==> config.mk <==
export PLATFORM = sky130hd
export DESIGN_NAME = wakeup_bus_arbiter
export DESIGN_NICKNAME = d
export VERILOG_FILES = /design/src/rtl/wb_arb_pkg.sv /design/src/rtl/wakeup_bus_arbiter_rr_select.sv /design/src/rtl/wakeup_bus_arbiter.sv
export SDC_FILE = /design/constraint.sdc
export NUM_CORES = 1
export LEC_CHECK = 0
export ABC_AREA = 1
export CORE_MARGIN = 5
export CORE_UTILIZATION = 56
export CTS_CLUSTER_DIAMETER = 200
export DETAILED_ROUTE_END_ITERATION = 6
export PLACE_DENSITY = 0.83
export SYNTH_ARGS = -nofsm -noshare
export SYNTH_HDL_FRONTEND = slang
export SYNTH_HIERARCHICAL = 1
export SYNTH_SLANG_ARGS = --single-unit
==> constraint.sdc <==
create_clock -name clk -period 20.1 [get_ports clk]
set_input_delay 4.02 -clock clk [delete_from_list [all_inputs] [get_ports clk]]
set_output_delay 4.02 -clock clk [all_outputs]
set_load 0.01 [all_outputs]
==> src/rtl/wb_arb_pkg.sv <==
// Shared widths, result record and flat-slice helper for the wakeup bus arbiter.
package wb_arb_pkg;

    localparam int TAG_W  = 6;
    localparam int ROB_W  = 6;
    localparam int DATA_W = 32;

    typedef struct packed {
        logic [TAG_W-1:0]  tag;
        logic [ROB_W-1:0]  rob;
        logic [DATA_W-1:0] val;
    } wb_result_t;

    function automatic int flat_off(input int idx, input int width);
        return idx * width;
    endfunction

endpackage

==> src/rtl/wakeup_bus_arbiter_rr_select.sv <==
// Round-robin multi-grant selector: hands the first NUM_BUS set request bits,
// scanning upward from start, to buses 0..NUM_BUS-1 in scan order.
module rr_select #(
    parameter int NUM_REQ = 4,
    parameter int NUM_BUS = 2,
    parameter int PTR_W   = (NUM_REQ > 1) ? $clog2(NUM_REQ) : 1
) (
    input  logic [NUM_REQ-1:0]              req,
    input  logic [PTR_W-1:0]                start,
    output logic [NUM_BUS-1:0][NUM_REQ-1:0] grant,
    output logic [NUM_BUS-1:0]              found
);

    logic [PTR_W-1:0] idx_s;
    logic             hit_s;
    int               taken_s;

    // Scan from start; each hit goes to the bus numbered by how many were already taken.
    always_comb begin
        grant   = '0;
        found   = '0;
        idx_s   = '0;
        hit_s   = 1'b0;
        taken_s = 0;
        for (int j = 0; j < NUM_REQ; j++) begin
            idx_s = PTR_W'((int'(start) + j) % NUM_REQ);
            hit_s = req[idx_s] && (taken_s < NUM_BUS);
            for (int k = 0; k < NUM_BUS; k++) begin
                grant[k][idx_s] = grant[k][idx_s] | (hit_s && (taken_s == k));
                found[k]        = found[k] | (hit_s && (taken_s == k));
            end
            taken_s = taken_s + int'(hit_s);
        end
    end

endmodule

==> src/rtl/wakeup_bus_arbiter.sv <==
// Result/wakeup broadcast arbiter: one holding slot per producer, round-robin onto
// NUM_BUS registered buses. Define WB_ARB_STATS_EN to add per-producer stall counters.
module wakeup_bus_arbiter #(
    parameter int NUM_REQ = 4,
    parameter int NUM_BUS = 2,
    parameter int TAG_W   = 6,
    parameter int ROB_W   = 6,
    parameter int DATA_W  = 32
) (
    input  logic                      clk,
    input  logic                      reset,
    input  logic [NUM_REQ-1:0]        req_valid,
    output logic [NUM_REQ-1:0]        req_ready,
    input  logic [NUM_REQ*TAG_W-1:0]  req_tag,
    input  logic [NUM_REQ*ROB_W-1:0]  req_rob,
    input  logic [NUM_REQ*DATA_W-1:0] req_val,
    output logic [NUM_BUS-1:0]        bus_valid,
    output logic [NUM_BUS*TAG_W-1:0]  bus_tag,
    output logic [NUM_BUS*ROB_W-1:0]  bus_rob,
    output logic [NUM_BUS*DATA_W-1:0] bus_val
`ifdef WB_ARB_STATS_EN
    ,
    output logic [NUM_REQ*16-1:0]     stall_cnt
`endif
);

    import wb_arb_pkg::*;

    localparam int PTR_W = (NUM_REQ > 1) ? $clog2(NUM_REQ) : 1;

    typedef struct packed {
        logic [TAG_W-1:0]  tag;
        logic [ROB_W-1:0]  rob;
        logic [DATA_W-1:0] val;
    } slot_t;

    logic [NUM_REQ-1:0]              held_r;
    slot_t                           slot_r [NUM_REQ];
    logic [PTR_W-1:0]                rr_ptr_r;
    logic [NUM_BUS-1:0][NUM_REQ-1:0] grant_s;
    logic [NUM_BUS-1:0]              found_s;
    logic [NUM_REQ-1:0]              granted_s;
    logic [NUM_REQ-1:0]              accept_s;
    slot_t                           bus_nxt_s [NUM_BUS];
    logic [PTR_W-1:0]                ptr_nxt_s;

    rr_select #(
        .NUM_REQ (NUM_REQ),
        .NUM_BUS (NUM_BUS),
        .PTR_W   (PTR_W)
    ) u_rr_select (
        .req   (held_r),
        .start (rr_ptr_r),
        .grant (grant_s),
        .found (found_s)
    );

    // Collapse per-bus grants into per-slot grants, bus payloads and the next pointer.
    always_comb begin
        granted_s = '0;
        ptr_nxt_s = rr_ptr_r;
        for (int k = 0; k < NUM_BUS; k++) begin
            bus_nxt_s[k] = slot_t'('0);
            for (int i = 0; i < NUM_REQ; i++) begin
                granted_s[i] = granted_s[i] | grant_s[k][i];
                bus_nxt_s[k] = slot_t'(bus_nxt_s[k] | (grant_s[k][i] ? slot_r[i] : slot_t'('0)));
                ptr_nxt_s    = grant_s[k][i] ? PTR_W'((i + 1) % NUM_REQ) : ptr_nxt_s;
            end
        end
    end

    assign req_ready = ~held_r | granted_s;
    assign accept_s  = req_valid & req_ready;

    // Holding slots: a capture wins over a grant, so a granted slot can reload in the same cycle.
    always_ff @(posedge clk or posedge reset) begin
        if (reset) begin
            held_r <= '0;
            for (int i = 0; i < NUM_REQ; i++) begin
                slot_r[i] <= slot_t'('0);
            end
        end else begin
            for (int i = 0; i < NUM_REQ; i++) begin
                if (accept_s[i]) begin
                    held_r[i]     <= 1'b1;
                    slot_r[i].tag <= req_tag[flat_off(i, TAG_W) +: TAG_W];
                    slot_r[i].rob <= req_rob[flat_off(i, ROB_W) +: ROB_W];
                    slot_r[i].val <= req_val[flat_off(i, DATA_W) +: DATA_W];
                end else if (granted_s[i]) begin
                    held_r[i] <= 1'b0;
                end
            end
        end
    end

    // Round-robin pointer and registered broadcast buses; idle buses keep their last payload.
    always_ff @(posedge clk or posedge reset) begin
        if (reset) begin
            rr_ptr_r  <= '0;
            bus_valid <= '0;
            bus_tag   <= '0;
            bus_rob   <= '0;
            bus_val   <= '0;
        end else begin
            rr_ptr_r <= ptr_nxt_s;
            for (int k = 0; k < NUM_BUS; k++) begin
                bus_valid[k] <= found_s[k];
                if (found_s[k]) begin
                    bus_tag[flat_off(k, TAG_W) +: TAG_W]   <= bus_nxt_s[k].tag;
                    bus_rob[flat_off(k, ROB_W) +: ROB_W]   <= bus_nxt_s[k].rob;
                    bus_val[flat_off(k, DATA_W) +: DATA_W] <= bus_nxt_s[k].val;
                end
            end
        end
    end

`ifdef WB_ARB_STATS_EN
    // Saturating count of cycles each slot waited while holding a result.
    always_ff @(posedge clk or posedge reset) begin
        if (reset) begin
            stall_cnt <= '0;
        end else begin
            for (int i = 0; i < NUM_REQ; i++) begin
                if (held_r[i] && !granted_s[i] && (stall_cnt[flat_off(i, 16) +: 16] != 16'hFFFF)) begin
                    stall_cnt[flat_off(i, 16) +: 16] <= stall_cnt[flat_off(i, 16) +: 16] + 16'd1;
                end
            end
        end
    end
`else
    // Statistics disabled: no counters are built.
`endif

endmodule

# == After elaboration in Yosys (flattened, before gate mapping) ==
# Cells that the tools add are included.
# totals
reg_bits,272
latch_bits,0
ram_bits,0
rom_bits,0
input_bits,182
word_cells,150
memories,0
# classes
add_sub_neg,5
n_mul,0
div,0
n_lt_le_gt_ge,11
n_eq_ne,2
shift,0
n_mux,60
n_bitwise,27
reduce_logical,21
# ops
cell,n
44-bit 2-to-1 mux,8
44-bit bitwise OR,6
32-bit logical NOT,3
"32-bit by 2-bit equality test with 1-bit output, second input constant",2
"32-bit by 3-bit less-than comparator with 1-bit output, second input constant",2
32-bit by 2-bit adder with 32-bit output,1
4-bit bitwise mux,6
1-bit 2-to-1 mux,23
1-bit binary-select mux with 2-bit select,11
2-bit 2-to-1 mux,8
1-bit bitwise OR,16
1-bit logical AND,13
4-bit bitwise AND,3
"2-bit by 3-bit less-than comparator with 1-bit output, second input constant",4
1-bit demux with 2-bit select,4
"2-bit by 1-bit >= comparator with 1-bit output, second input constant",4
2-bit nonzero test,4
8-bit nonzero test,1
"2-bit adder, second input constant",2
4-bit NOT,1
4-bit bitwise OR,1
1-bit by 1-bit adder with 2-bit output,1
"2-bit by 1-bit adder with 2-bit output, second input constant",1
"1-bit by 2-bit less-than comparator with 1-bit output, second input constant",1

# == Longest topological paths before layout ==
# depth
ltp_word,25
mapped_depth,30

# == By module ==
# Netlist, hierarchy kept.
# modules_own_cells
module,instances,cells_each,area_per_inst_um2,seq_area_each_um2
wakeup_bus_arbiter,1,1484,12936.2,6806.5
rr_select,1,144,827.0,0.0

# == Least setup slack after synthesis ==
# Ideal clock, no wire load.
# synth_path
kind,reg-to-output
from,register rr_ptr_r[0]
to,output port req_ready[0]
t_arrival_ns,3.751
required_time_ns,16.080
slack_ns,12.329
path_stages_with_launch,23
path_buffers,5
path_cell_list,dfrtp_1 buf_6 inv_4 buf_4 ha_1 inv_1 o21ai_0 inv_1 ha_1 nor3_2 inv_1 fa_1 o211ai_1 nor2_1 nand2_1 nand3_1 nand2_1 o21ai_1 buf_4 nor2_8 nand2_4 buf_6 buf_8
# synth_lines
item,line,rtl
start: declaration,wakeup_bus_arbiter.sv:39,logic [PTR_W-1:0] rr_ptr_r;
start signal: assignment,wakeup_bus_arbiter.sv:105,rr_ptr_r <= ptr_nxt_s;
end: declaration,wakeup_bus_arbiter.sv:13,"output logic [NUM_REQ-1:0] req_ready,"

==> summary.md <==
| Metric | Value |
|---|---|
| Outcome | complete, no violations |
| Share of the synthesized area in the top cell type | 0.495 |
| Clk_lat worst skew | 0.55 ns |
| Slew @ Worst Pin | 1.34 ns |
| Synth warnings | 6 |
| Post-Synth XOR/XNOR Area | 0 |
| Die Y | 167 um |
| Pin count of the biggest net entering global routing | 125 |
| Antenna-violating nets left | 0 |
| Total track usage | 0.335 |
| Post-cts resize count | 0 |
| Synth Net Count | 1824 |
| Average wire per standard cell | ~22 um |
| Post-Syn Area | 13800 sq um |
| Vias per cell | around 6.1 |
| Compound-Gate Fraction of Synth Area | 0.0974 |
| Top cell type by total area after synthesis | dfrtp_1 |
| Rel. slew slack | 0.101 |
| Clock Skews | roughly 0.015 ns |
| Reg2reg path depth | 21 |
| Clock Path Buffers | 3 |
| Reg clk slew, reported paths | ~0.060 ns |
| RSZ-0062 raised after global routing | false |
| P&R area growth vs syn | 26.2% |
| Fin. Hold Viols | 0 |
| Min-Delay Path Depth | 2 |
| Vias post-DR | 13400 |
| Post-synthesis sequential area ratio | 0.495 |
| Combinational family with the most area after synthesis | simple AND/OR/NAND/NOR gates |
| Tcrit/Tclk final | 0.508 |
| Initial detailed-routing violation count | between 1500 and 2000 |
| Die ar. | 27800 sq um |
| Final setup fails | 0 |
| Remaining global-route overflow | 0 |
| Port bufs | 275 |
| Reported max-cap violation count | 0 |
| Worst setup SP type | register |
| Worst Path Max Fanout | 47 |
| Number of distinct library cells after synthesis | 31 |
| Hold buffers post-CTS | 0 |
| Ports | 276 |
| Setup crit end kind | output pin |
| Gp weighted congestion | 0.881 |
| Clk root buf | clkbuf_16 |
| Placed cell area | 16400 sq um |
| Slew Limit Fails | 0 |
| CTS sink cnt | 272 |
| Syn Area/Cell | 8.45 sq um |
| Htree depth | 1 |
| Postcts setup bufs | 0 |
| First-pass GRT wire length | about 75000 um |
| F_max | about 100 MHz |
| Fraction of layout cells with a size suffix above 1 | 0.105 |
| Setup CP Type | reg2out |
| Simple-Gate Fraction of Synth Area | 0.334 |
| Total core area | 24200 sq um |
| Minimum clock period | 10.21 ns |
| Detailed Routing Iterations Pass 1 | 5 |
| Worst EP arrival | 6.19 ns |
| Design area | 17400 sq um |
| CTS buffer count | 29 |
| CTS tree | done |
| HP Class | reg2reg |
| Synth Instances | 1628 |
| Adder-Cell Fraction of Synth Area | 0.0133 |
| Post-synthesis mux area share | 0.000727 |
| N_diodes | 0 |
| Antenna violations before repair | 1 |
| Vias in the first global route | 13900 |
| Cell Rows | 57 |
| Setup TNS | 0 ns |
| Routed WL | 47900 um |
| NumNets Final | about 2000 |
| Detailed placement HPWL | 28700 um |
| Initial Util | 0.568 |
| Chip Width | 167 um |
| FF+latch count, synth | about 270 |
| Top cells by area, synth | dfrtp_1 (49%), nand2_1 (19%), nand3_2 (6.5%) |
| DRC viols | 0 |
| WP data required | 16.08 ns |
==> cell families after synthesis <==
group | Yosys count
AOI/OAI and AO/OA | 198
adders and majority gates | 14
buffers and inverters | 140
DFF | 272
muxes | 1
and+or+nand+nor | 1003
==> final cells by class <==
type	instances	area, sq um
inverters	23	96.3
flip-flops and latches	272	6810
well taps	324	405
repair buffers	291	2860
multi-input cells	1216	6190
clock inverters	18	229
clock buffers	35	788
fillers	1852	6880
==> synthesized netlist by cell type (all sizes together) <==
cell / count
a21oi: 92
a31oi: 2
a41oi: 88
and2: 1
buf: 117
dfrtp: 272
fa: 1
ha: 13
inv: 23
mux2i: 1
nand2: 690
nand3: 208
nand4: 4
nor2: 99
nor3: 1
o211ai: 1
o21ai: 11
o21bai: 4
==> flip-flops by register name, indices dropped and copies added, names as in the netlist <==
register,flops
bus_rob,12
held_r,4
slot_r,176
bus_valid,2
rr_ptr_r,2
bus_val,64
bus_tag,12
==> final timing paths <==
path	startpoint	endpoint	slack [ns]
setup / recovery	rr_ptr_r[0]	req_ready[2]	9.89
hold / removal	slot_r[87]	slot_r[87]	0.49
setup reg to reg	rr_ptr_r[0]	slot_r[122]	13.71
hold reg to reg	slot_r[87]	slot_r[87]	0.49
max in group asynchronous	reset	slot_r[147]	14.50
min in group asynchronous	reset	slot_r[93]	4.01
==> per-stage QoR <==
step | utilization | worst slack (ns) | instances | hold slack, ns
6_report | 0.716 | 9.89 | 2179 | 0.494
5_1_grt | 0.716 | 9.40 | 2179 | 0.521
4_1_cts | 0.716 | 9.93 | 2179 | 0.497
3_5_place_dp | 0.674 | 10.53 | 2126 | 0.482
3_3_place_gp | 0.674 | 10.57 | 2126 | 0.479
2_1_floorplan | - | 8.58 | 1628 | 0.463
==> routing by layer <==
layer,global-route usage,up-vias,share of wire,wire (um)
met4,0.121,2,0.037,1770
met3,0.0792,167,0.12,5660
li1,-,5826,-,-
met1,0.448,6389,0.38,18300
met5,0,-,0.00027,13
met2,0.539,974,0.46,22100
==> critical path: stages, from the launching register on <==
cell and delay [ns]:
dfrtp_1 0.86, inv_4 0.24, ha_1 0.45, inv_1 0.15, o21ai_0 0.41, inv_1 0.14
ha_1 0.34, nor3_2 0.37, inv_1 0.10, fa_1 0.42, o211ai_1 0.12, nor2_1 0.08
nand2_1 0.11, nand3_1 0.18, nand2_1 0.15, o21ai_4 0.07, inv_2 0.08, nand3_4 0.62
clkdlybuf4s50_1 0.71
==> layout by cell type (no fill, tap or decap), types with 2 or more instances in the layout <==
master / n
clkinv_2: 11
ha_1: 13
clkbuf_1: 2
o21ai_0: 3
a21oi_1: 91
a31oi_1: 2
clkdlybuf4s50_1: 271
a41oi_1: 88
dfrtp_1: 272
bufinv_16: 5
nor2_1: 97
nand4_1: 4
o21ai_4: 4
clkbuf_16: 29
nor2_8: 2
nand2_2: 10
buf_4: 17
inv_2: 6
buf_2: 3
o21bai_1: 4
nand2_1: 674
o21ai_1: 4
inv_1: 15
nand2_4: 6
nand3_1: 117
clkbuf_8: 4
nand3_2: 90
Power is not shown: default switching activity piles up to over one toggle a cycle in this logic, so the estimate is an artifact.
